<file path="src/rtl/aes_pkg.sv">
// Shared AES-128 key-schedule constants, types and small helpers.
package aes_pkg;

  // AES-128 only: ten rounds, eleven round keys.
  localparam int NR = 10;

  // Round constants, 0-based: RCON[0] is used for round key 1.
  localparam logic [7:0] RCON [0:9] = '{
    8'h01, 8'h02, 8'h04, 8'h08, 8'h10,
    8'h20, 8'h40, 8'h80, 8'h1b, 8'h36
  };

  // Schedule controller states.
  typedef enum logic [1:0] {
    ST_IDLE  = 2'd0,
    ST_FWD   = 2'd1,
    ST_READY = 2'd2,
    ST_DONE  = 2'd3
  } ks_state_t;

  // Round key as four 32-bit words; element 0 is the most significant word.
  typedef logic [0:3][31:0] rk_words_t;

  // Cyclic left rotation by one byte.
  function automatic logic [31:0] rot_word(input logic [31:0] w);
    return {w[23:0], w[31:24]};
  endfunction

  // Round-constant lookup that returns zero for indices outside the table,
  // so the mux stays well defined in states where the index is meaningless.
  function automatic logic [7:0] rcon_byte(input logic [3:0] idx);
    logic [7:0] b;
    b = 8'h00;
    for (int i = 0; i < 10; i++) begin
      if (idx == 4'(i)) begin
        b = RCON[i];
      end
    end
    return b;
  endfunction

endpackage

</file>
<file path="src/rtl/aes_subword.sv">
// Combinational AES SubWord: four S-boxes, each the affine map of the
// multiplicative inverse in GF(2^8) modulo x^8+x^4+x^3+x+1.
module aes_subword (
  input  logic [31:0] i_word,
  output logic [31:0] o_word
);

  // GF(2^8) multiply by shift-and-add with xtime reduction.
  function automatic logic [7:0] gf_mul(input logic [7:0] a, input logic [7:0] b);
    logic [7:0] p;
    logic [7:0] aa;
    p  = 8'h00;
    aa = a;
    for (int i = 0; i < 8; i++) begin
      if (b[i]) begin
        p = p ^ aa;
      end
      aa = {aa[6:0], 1'b0} ^ (aa[7] ? 8'h1b : 8'h00);
    end
    return p;
  endfunction

  // Inverse as x^254 (bits 1..7 of the exponent set); maps 0 to 0.
  function automatic logic [7:0] gf_inv(input logic [7:0] x);
    logic [7:0] r;
    logic [7:0] p;
    r = 8'h01;
    p = x;
    for (int i = 1; i < 8; i++) begin
      p = gf_mul(p, p);
      r = gf_mul(r, p);
    end
    return r;
  endfunction

  // Affine transform: b ^ rotl1 ^ rotl2 ^ rotl3 ^ rotl4 ^ 0x63.
  function automatic logic [7:0] sbox(input logic [7:0] x);
    logic [7:0] b;
    b = gf_inv(x);
    return b ^ {b[6:0], b[7]} ^ {b[5:0], b[7:6]} ^ {b[4:0], b[7:5]} ^ {b[3:0], b[7:4]} ^ 8'h63;
  endfunction

  genvar gi;
  generate
    for (gi = 0; gi < 4; gi++) begin : g_sbox
      assign o_word[gi*8 +: 8] = sbox(i_word[gi*8 +: 8]);
    end
  endgenerate

endmodule

</file>
<file path="src/rtl/aes_inv_key_schedule.sv">
// AES-128 inverse key schedule: after load, runs the forward expansion to the
// round-10 key, then walks backwards one round key per accepted adv strobe.
// A single SubWord instance is shared by the forward and inverse steps.
module aes_inv_key_schedule #(
  parameter int NR    = 10,
  parameter int RND_W = 4
) (
  input  logic             CLK,
  input  logic             reset,
  input  logic             load,
  input  logic [127:0]     key,
  input  logic             adv,
  output logic [127:0]     rk,
  output logic [RND_W-1:0] round,
  output logic             rk_valid,
  output logic             busy,
  output logic             done
);

  import aes_pkg::*;

  generate
    if (NR != aes_pkg::NR) begin : g_bad_nr
      $error("aes_inv_key_schedule: only NR=10 (AES-128) is supported");
    end
    if (RND_W < 4) begin : g_bad_rnd_w
      $error("aes_inv_key_schedule: RND_W must be at least 4");
    end
  endgenerate

  // State: work key, shared forward-count / round-index register, FSM state.
  ks_state_t   r_state;
  rk_words_t   r_key;
  logic [3:0]  r_cnt;

  logic [31:0] w_inv_w3;
  logic [31:0] w_sub_in;
  logic [31:0] w_sub_rot;
  logic [31:0] w_sub_out;
  logic [31:0] w_rcon_word;
  logic [3:0]  w_rcon_idx;
  logic [31:0] w_f0, w_f1, w_f2, w_f3;
  rk_words_t   w_fwd;
  rk_words_t   w_inv;

  // SubWord operand mux: forward uses w3, inverse uses the recovered w3 (w3^w2).
  // Rcon index is the forward count, or round-1 when stepping backwards.
  always_comb begin
    w_inv_w3    = r_key[3] ^ r_key[2];
    w_sub_in    = (r_state == ST_READY) ? w_inv_w3 : r_key[3];
    w_sub_rot   = rot_word(w_sub_in);
    w_rcon_idx  = (r_state == ST_READY) ? (r_cnt - 4'd1) : r_cnt;
    w_rcon_word = {rcon_byte(w_rcon_idx), 24'h000000};
  end

  aes_subword u_subword (
    .i_word (w_sub_rot),
    .o_word (w_sub_out)
  );

  // Next-key candidates for one forward step and one inverse step.
  always_comb begin
    w_f0     = r_key[0] ^ w_sub_out ^ w_rcon_word;
    w_f1     = r_key[1] ^ w_f0;
    w_f2     = r_key[2] ^ w_f1;
    w_f3     = r_key[3] ^ w_f2;
    w_fwd    = {w_f0, w_f1, w_f2, w_f3};
    w_inv[3] = w_inv_w3;
    w_inv[2] = r_key[2] ^ r_key[1];
    w_inv[1] = r_key[1] ^ r_key[0];
    w_inv[0] = r_key[0] ^ w_sub_out ^ w_rcon_word;
  end

  // Controller: reset beats load, load beats everything else and restarts from any state.
  always_ff @(posedge CLK) begin
    if (reset) begin
      r_state <= ST_IDLE;
      r_key   <= '0;
      r_cnt   <= '0;
    end else if (load) begin
      r_state <= ST_FWD;
      r_key   <= key;
      r_cnt   <= '0;
    end else begin
      case (r_state)
        ST_FWD: begin
          r_key <= w_fwd;
          r_cnt <= r_cnt + 4'd1;
          if (r_cnt == 4'(NR - 1)) begin
            r_state <= ST_READY;
          end
        end
        ST_READY: begin
          if (adv) begin
            r_key <= w_inv;
            r_cnt <= r_cnt - 4'd1;
            if (r_cnt == 4'd1) begin
              r_state <= ST_DONE;
            end
          end
        end
        default: begin
        end
      endcase
    end
  end

  // Outputs decode directly from state; round reads 0 while the count runs.
  always_comb begin
    rk       = r_key;
    round    = (r_state == ST_FWD) ? '0 : RND_W'(r_cnt);
    rk_valid = (r_state == ST_READY) || (r_state == ST_DONE);
    busy     = (r_state == ST_FWD);
    done     = (r_state == ST_DONE);
  end

endmodule

</file>
<file path="config.mk">
export PLATFORM = sky130hd
export DESIGN_NAME = aes_inv_key_schedule
export DESIGN_NICKNAME = d
export VERILOG_FILES = /design/src/rtl/aes_pkg.sv /design/src/rtl/aes_subword.sv /design/src/rtl/aes_inv_key_schedule.sv
export SDC_FILE = /design/constraint.sdc
export NUM_CORES = 2
export LEC_CHECK = 0
export BUFFER_PORTS_ARGS = -buffer_cell sky130_fd_sc_hd__buf_2
export CAP_MARGIN = 15
export CORE_ASPECT_RATIO = 1.75
export CORE_UTILIZATION = 65
export CTS_BUF_LIST = sky130_fd_sc_hd__clkbuf_8 sky130_fd_sc_hd__clkbuf_16
export CTS_CLUSTER_SIZE = 8
export DETAILED_ROUTE_END_ITERATION = 8
export GPL_TIMING_DRIVEN = 0
export PLACE_DENSITY_LB_ADDON = 0.3
export SLEW_MARGIN = 10
export SYNTH_ARGS = -nofsm -noshare
export SYNTH_HDL_FRONTEND = slang
export SYNTH_HIERARCHICAL = 1
export SYNTH_SLANG_ARGS = --single-unit
</file>
<file path="constraint.sdc">
create_clock -name CLK -period 22.6 [get_ports CLK]
set_input_delay 4.52 -clock CLK [delete_from_list [all_inputs] [get_ports CLK]]
set_output_delay 4.52 -clock CLK [all_outputs]
set_load 0.03 [all_outputs]
</file>
Yosys cells after proc, flatten, opt, wreduce, memory -nomap -nowiden

Cells that the tools add are included.

Flip-flop bits (word level): 134
Bits of input ports: 132
Output and inout port bits: 135
Logic and storage cells: 1,657

Add/sub/neg operators: 2
Equality and inequality tests: 20
Multiplexer cells: 835
Bitwise gates (word level): 784
Reduce and logical (&&, ||, !) cells: 9

Operators with widths:

| kind                                                | count |
|---|---|
| bitwise XOR 8 bit                                   | 744 |
| 2-to-1 mux 8 bit                                    | 429 |
| 2-to-1 mux 5 bit                                    | 368 |
| 2-to-1 mux 128 bit                                  | 2 |
| case mux 128 bit (2 select lines)                   | 1 |
| bitwise XOR 32 bit                                  | 8 |
| 2-to-1 mux 32 bit                                   | 1 |
| 2-to-1 mux 4 bit                                    | 7 |
| 2-to-1 mux 7 bit                                    | 4 |
| inverter 1 bit, first input constant                | 28 |
| 2-to-1 mux 6 bit                                    | 4 |
| equality test 4 x 3 -> 1 bit, second input constant | 4 |
| inverter 4 bit                                      | 4 |
| 2-to-1 mux 2 bit                                    | 7 |
| equality test 4 bit, second input constant          | 3 |
| 2-to-1 mux 3 bit                                    | 4 |
| equality test 4 x 1 -> 1 bit, second input constant | 2 |
| equality test 4 x 2 -> 1 bit, second input constant | 2 |
| case mux 4 bit (2 select lines)                     | 1 |
| AND reduction 4 bit                                 | 2 |
| 2-to-1 mux 1 bit                                    | 6 |
| != test 3 x 2 -> 1 bit, second input constant       | 2 |
| adder 4 x 1 -> 4 bit, second input constant         | 1 |
| equality test 2 bit, second input constant          | 2 |
| 12 further kinds                                    | 14 |

Logic depth before layout (Yosys ltp)

Word-level depth: 141
Gate-level depth with buffers: 82
Gate-level depth less buffers: 69

Hierarchy

Netlist, hierarchy kept.

Modules (own cells, without submodules):

| module               | times used | cells an instance | area each (um2) | seq. area each (um2) |
|---|---|---|---|---|
| aes_subword          | 1          | 7,927             | 57,337.5        | 0.0 |
| aes_inv_key_schedule | 1          | 1,244             | 9,285.2         | 2,682.6 |

Worst setup path after synthesis

No wires, ideal clock.

Path kind: register to register
Start point: reg r_state[0]
End point: reg r_key, in the netlist rk[56]
Library setup time: 0.091 ns
Arrival: 17.567 ns
Required time: 22.509 ns
Path slack: 4.942 ns
Cell stages (with the launch flop): 73
Buffers on the path: 10
Clock period less this slack: 17.658 ns
Cells stage by stage: dfxtp_1 > nand2b_1 > buf_2 > inv_1 > buf_2 > buf_1 > buf_1 > nand2_1 > xnor2_1 > ha_1 > nand2b_1 > mux2_2 > and2_1 > clkbuf_1 > xnor2_1 > ha_1 > clkbuf_1 > a221oi_1 > (+37 left out) > or3_1 > a21oi_1 > o2111ai_1 > xnor2_1 > o21ai_1 > xor2_1 > nor2_1 > xnor2_1 > xnor2_1 > xnor2_1 > xnor2_1 > inv_1 > nand3_1 > a21oi_1 > or3b_1 > and3_1 > or3_1 > a311oi_1

Longest elaborated chain between the ends: 137
Elaborated cells between the ends (all ways): 423
Classes of those cells: 12 x eq/ne; 217 x mux; 191 x bitwise; 3 x reduce/logical

Ends and longest elaborated chain:

| what                                  | RTL line                   | source |
|---|---|---|
| start: declaration                    | aes_inv_key_schedule.sv:32 | `ks_state_t r_state;` |
| start signal: assignment              | aes_inv_key_schedule.sv:77 | `r_state <= ST_IDLE;` |
| start signal: assignment              | aes_inv_key_schedule.sv:81 | `r_state <= ST_FWD;` |
| start signal: assignment              | aes_inv_key_schedule.sv:90 | `r_state <= ST_READY;` |
| equality test 2 bit (*)               | aes_inv_key_schedule.sv:50 | `w_sub_in = (r_state == ST_READY) ? w_inv_w3 : r_key[3];` |
| 2-to-1 mux 32 bit (*)                 | aes_inv_key_schedule.sv:50 |  |
| named net w_sub_in[16]                | aes_inv_key_schedule.sv:37 | `logic [31:0] w_sub_in;` |
| 2-to-1 mux 8 bit                      | aes_subword.sv:15          | `if (b[i]) begin` |
| bitwise XOR 8 bit                     | aes_subword.sv:16          | `p = p ^ aa;` |
| 2-to-1 mux 8 bit                      | aes_subword.sv:15          |  |
| bitwise XOR 8 bit                     | aes_subword.sv:16          |  |
| 2-to-1 mux 8 bit                      | aes_subword.sv:15          |  |
| (+122 left out)                       | -                          |  |
| bitwise XOR 8 bit (*)                 | aes_subword.sv:40          | `return b ^ {b[6:0], b[7]} ^ {b[5:0], b[7:6]} ^ {b[4:0], b[7:5]} ^ {b[3:0], b[7:4]} ^ 8'h63;` |
| inverter 4 bit (no source line) (*)   | -                          |  |
| named net w_sub_out[24]               | aes_inv_key_schedule.sv:39 | `logic [31:0] w_sub_out;` |
| bitwise XOR 32 bit (*) (2 in a row)   | aes_inv_key_schedule.sv:63 | `w_f0 = r_key[0] ^ w_sub_out ^ w_rcon_word;` |
| bitwise XOR 32 bit (*)                | aes_inv_key_schedule.sv:64 | `w_f1 = r_key[1] ^ w_f0;` |
| bitwise XOR 32 bit (*)                | aes_inv_key_schedule.sv:65 | `w_f2 = r_key[2] ^ w_f1;` |
| case mux 128 bit (2 select lines) (*) | aes_inv_key_schedule.sv:85 | `case (r_state)` |
| 2-to-1 mux 128 bit (*)                | aes_inv_key_schedule.sv:80 | `end else if (load) begin` |
| end signal: assignment                | aes_inv_key_schedule.sv:82 | `r_key <= key;` |
| end signal: assignment                | aes_inv_key_schedule.sv:87 | `r_key <= w_fwd;` |
| end signal: assignment                | aes_inv_key_schedule.sv:95 | `r_key <= w_inv;` |
| end: declaration                      | aes_inv_key_schedule.sv:33 | `rk_words_t r_key;` |

Mark *: on every way through the listed nets, which the timed path passes. The rest lies on a longest branch.
A chain may end at the register's enable or synchronous reset.

Final worst setup path

Start point: reg r_state[0]
End point: reg r_key, in the netlist rk[56]

Longest elaborated chain between the ends: 137
Elaborated cells between the ends (all ways): 423
Classes of those cells: 12 x eq/ne; 217 x mux; 191 x bitwise; 3 x reduce/logical

Ends and longest elaborated chain:

| what                                                         | RTL line |
|---|---|
| equality test 2 bit (*)                                      | aes_inv_key_schedule.sv:50 |
| 2-to-1 mux 32 bit (*)                                        | aes_inv_key_schedule.sv:50 |
| named net w_sub_in[23]                                       | aes_inv_key_schedule.sv:37 |
| 2-to-1 mux 5 bit / 2-to-1 mux 8 bit (equally long branches)  | aes_subword.sv:18, aes_subword.sv:15 |
| bitwise XOR 8 bit, on equally long branches                  | aes_subword.sv:18, aes_subword.sv:16 |
| bitwise XOR 8 bit / 2-to-1 mux 8 bit (equally long branches) | aes_subword.sv:16, aes_subword.sv:15 |
| 2-to-1 mux 8 bit / bitwise XOR 8 bit (equally long branches) | aes_subword.sv:15, aes_subword.sv:16 |
| bitwise XOR 8 bit / 2-to-1 mux 8 bit (equally long branches) | aes_subword.sv:16, aes_subword.sv:15 |
| (+122 left out)                                              | - |
| bitwise XOR 8 bit (*)                                        | aes_subword.sv:40 |
| inverter 4 bit (no source line) (*)                          | - |
| named net w_sub_out[24]                                      | aes_inv_key_schedule.sv:39 |
| bitwise XOR 32 bit (*) (2 in a row)                          | aes_inv_key_schedule.sv:63 |
| bitwise XOR 32 bit (*)                                       | aes_inv_key_schedule.sv:64 |
| bitwise XOR 32 bit (*)                                       | aes_inv_key_schedule.sv:65 |
| case mux 128 bit (2 select lines) (*)                        | aes_inv_key_schedule.sv:85 |
| 2-to-1 mux 128 bit (*)                                       | aes_inv_key_schedule.sv:80 |

Marked as above.

==> results.txt <==
----------------------------------------------------
[Status]
  Run status ... completed

[Synthesis]
  Prevailing post-synth register cell ... sky130_fd_sc_hd__dfxtp_1
  Sequential area share after synthesis ... 0.0403
  Post-synth top area cell ... sky130_fd_sc_hd__xnor2_1
  Instance count of the mapped netlist ... 9171
  Share of Yosys cell area claimed by the top area cell type ... 0.215
  Cells taking the most area after synthesis ... sky130_fd_sc_hd__xnor2_1 21%, sky130_fd_sc_hd__xnor3_1 9.0%, sky130_fd_sc_hd__nor2_1 7.3%
  Net count after synthesis ... 9336
  Async set-reset flop share out of synthesis ... 0
  Count of different cell masters after synthesis ... 127
  Average cell area after synthesis ... 7.26 sq um
  Seq cells post-synth ... about 130
  EDFF count, synth ... 0
  Combined area of all synthesized cells ... 66600 sq um
  Yosys warning total ... 6

[STA]
  Pin slew with the least headroom to its limit ... between 1000 and 1500 ps
  Achievable frequency ... around 45 MHz
  Ratio of final minimum period to clock period ... 0.973
  Setup Viol. Count Final ... 0
  Final hold violation count ... 0
  Shortest clock period the worst path allows after layout ... 21980 ps
  Fin worst setup slack ... 621 ps
  Worst clock skew ... approximately 13 ps
  Final Max Tran Viols ... 0
  Remaining max-slew budget at the tightest pin ... 0.136

[Detailed routing]
  Via Count ... 72400
  Number of routed nets with antenna violations ... 0
  Total iterations of the first detailed-routing run ... 7
  Post-detailed-route via-to-cell ratio ... 6.69
  DRC ... 0
  Average detailed-routed wire length per instance ... 23.6 um
  Initial DRC count ... 6932
  Routed wire length ... 256000 um

[Die]
  Site row count ... approximately 160
  Die X-Extent ... 244 um
  Num ports ... 267
  Starting density of the core ... 0.654
  Chip height ... 426 um
  Overall die area ... 104000 sq um
  Core area ... 102000 sq um

[Place]
  Number of buffers inserted by port buffering ... about 270
  Final estimated routing congestion in global placement ... about 1.1
  Dpl hpwl ... 199000 um
  Placement-stage worst setup slack ... -803 ps
  Number of cells after detailed placement ... 10800

[Run]
  Count of max-cap constraint violations ... 0

[Clocking]
  Hold buffer count at CTS ... 0
  Clock slew at the register clock pins of the worst setup and hold paths ... 70 ps
  Number of buffers on the longest clock path ... 2
  Deepest level of the CTS H-tree ... 4
  TritonCTS clock tree ... done
  TritonCTS buffer count ... 17
  Worst-Skew Late Latency ... 450 ps
  CTS root buf ... sky130_fd_sc_hd__clkbuf_16
  Number of clock sinks ... ~130

[Worst setup path]
  Crit Path Max Fanout ... 11
  Sort of element at the end of the critical path ... flip-flop
  Most Frequent Cell on Critical Path ... sky130_fd_sc_hd__xnor2_1
  Type of the worst setup path ... reg -> reg
  Crit path launch ... r_state[0]
  CP Capture Point ... rk[56]
  Max incr delay on CP ... between 700 and 800 ps
  Worst reg-to-reg path cell count ... 70
  Origin of the critical flop-to-flop path ... r_state[0]
  Reg-to-reg slack, setup ... 620 ps
  Reg-to-reg critical path endpoint ... rk[56]
  Type of element launching the critical path ... flip-flop
  Data arrival time of the critical path ... around 22000 ps
  Worst Path Required ... 22950 ps
  Slowest cell on the critical path ... sky130_fd_sc_hd__xnor2_1

[Layout]
  Non-Filler Instances ... 10800
  Area growth, synth to finish ... 6.18%
  Proportion of layout cells with a drive suffix above 1 ... 0.0980
  Fin nets ... 9625

[GRT]
  Maximum number of pins on one net before global-route repair ... 17
  Initial antenna violation count ... 26
  Grt total ovfl ... 0
  Via count of the first global-routing pass ... between 60000 and 70000
  Overall global routing resource usage ... 0.469
  First-pass GRT wire length ... 386000 um

[Hold path]
  Worst min-delay path category ... reg -> reg

----------------------------------------------------
==> worst min path at each step <==
stage	start	endpoint	slack (ps)	cells past startpoint
final	rk[93]	rk[93]	600	2
after global routing	rk[62]	rk[62]	630	2
after CTS	rk[93]	rk[93]	590	2
after detailed placement	rk[93]	rk[93]	580	2
after global placement	rk[62]	rk[62]	550	2
after floorplan	r_cnt[0]	r_cnt[0]	590	2
==> placed cells by master, fill, tap and decap left out, types with 86 or more instances in the layout <==
cell	count
sky130_fd_sc_hd__a31oi_1	93
sky130_fd_sc_hd__mux2i_1	218
sky130_fd_sc_hd__xnor2_1	1600
sky130_fd_sc_hd__buf_2	400
sky130_fd_sc_hd__dfxtp_1	134
sky130_fd_sc_hd__xnor3_1	265
sky130_fd_sc_hd__xnor2_2	130
sky130_fd_sc_hd__nand3_1	256
sky130_fd_sc_hd__nor2_1	1297
sky130_fd_sc_hd__a21oi_1	537
sky130_fd_sc_hd__clkbuf_1	383
sky130_fd_sc_hd__a211oi_1	96
sky130_fd_sc_hd__xor2_1	523
sky130_fd_sc_hd__o22ai_1	131
sky130_fd_sc_hd__or3_1	86
sky130_fd_sc_hd__nand2_1	979
sky130_fd_sc_hd__nor3_1	253
sky130_fd_sc_hd__o21ai_0	398
==> repair_timing <==
action	4_1_cts	5_1_grt
setup buffers	0	3
resized for setup	9	73
setup endpoints to repair	69	128
pin swaps	0	2
==> routing by layer <==
layer	global-route usage	vias up	wire length (um)
met5	0	-	258
met4	0.441	22	27700
met3	0.116	1643	23300
met2	0.810	4710	121000
met1	0.455	33500	83100
li1	-	32500	-
==> final cells by class <==
class	count	area, sq um
well taps	1334	1670
fillers	8936	31100
clock inverters	14	136
flip-flops and latches	134	2680
multi-input cells	8304	61300
plain buffers	625	2740
repair buffers	272	1380
clock buffers	18	439
inverters	106	398
diodes	10	25.0
==> synth_stat cells (all sizes together), types with 49 or more instances <==
| cell type | instances |
|---|---|
| a211oi | 104 |
| clkbuf | 395 |
| xnor2 | 1757 |
| or3 | 86 |
| buf | 232 |
| mux2i | 221 |
| inv | 94 |
| nand4 | 69 |
| nand2 | 980 |
| xnor3 | 297 |
| nor3 | 257 |
| nor2b | 49 |
| nand3 | 258 |
| a21oi | 543 |
| xor2 | 581 |
| mux2 | 55 |
| nand2b | 54 |
| and2 | 69 |
| and3 | 59 |
| o21ai | 446 |
| o211ai | 87 |
| nor2 | 1302 |
| a31oi | 93 |
| o22ai | 132 |
| dfxtp | 134 |
==> worst max-delay path: cells and delay by family (launching register included) <==
| family | cells | cell delay, ps |
|---|---|---|
| flip-flops | 1 | 350 |
| buffers and inverters | 21 | 6550 |
| adder cells (fa/ha/maj) | 2 | 830 |
| AO/OA/AOI/OAI | 13 | 3000 |
| multiplexers | 2 | 860 |
| AND/OR/NAND/NOR | 16 | 3560 |
| XOR/XNOR | 16 | 6680 |
==> registers in the layout, indices dropped and copies added (netlist names) <==
register / cells
rk: 128
r_state: 2
r_cnt: 4
==> through the flow <==
stage	hold WS [ps]	cell area [sq um]	setup TNS, ps	utilization
finish	595	70700	0	0.695
global route	634	70700	-66.3	0.695
CTS	591	70300	0	0.690
detailed placement	578	69600	-16590	0.684
global placement	551	69600	-2740	0.684
floorplan	594	66600	0	-
==> kinds of logic after synthesis <==
| logic type | synth area share |
|---|---|
| AO/OA/AOI/OAI | 0.191 |
| XOR/XNOR | 0.449 |
| adder cells (fa/ha/maj) | 0.00725 |
| buffers and inverters | 0.0469 |
| flip-flops | 0.0403 |
| multiplexers | 0.0431 |
| AND/OR/NAND/NOR | 0.223 |
Power is not shown: default switching activity piles up to over one toggle a cycle in this logic, so the estimate is an artifact.
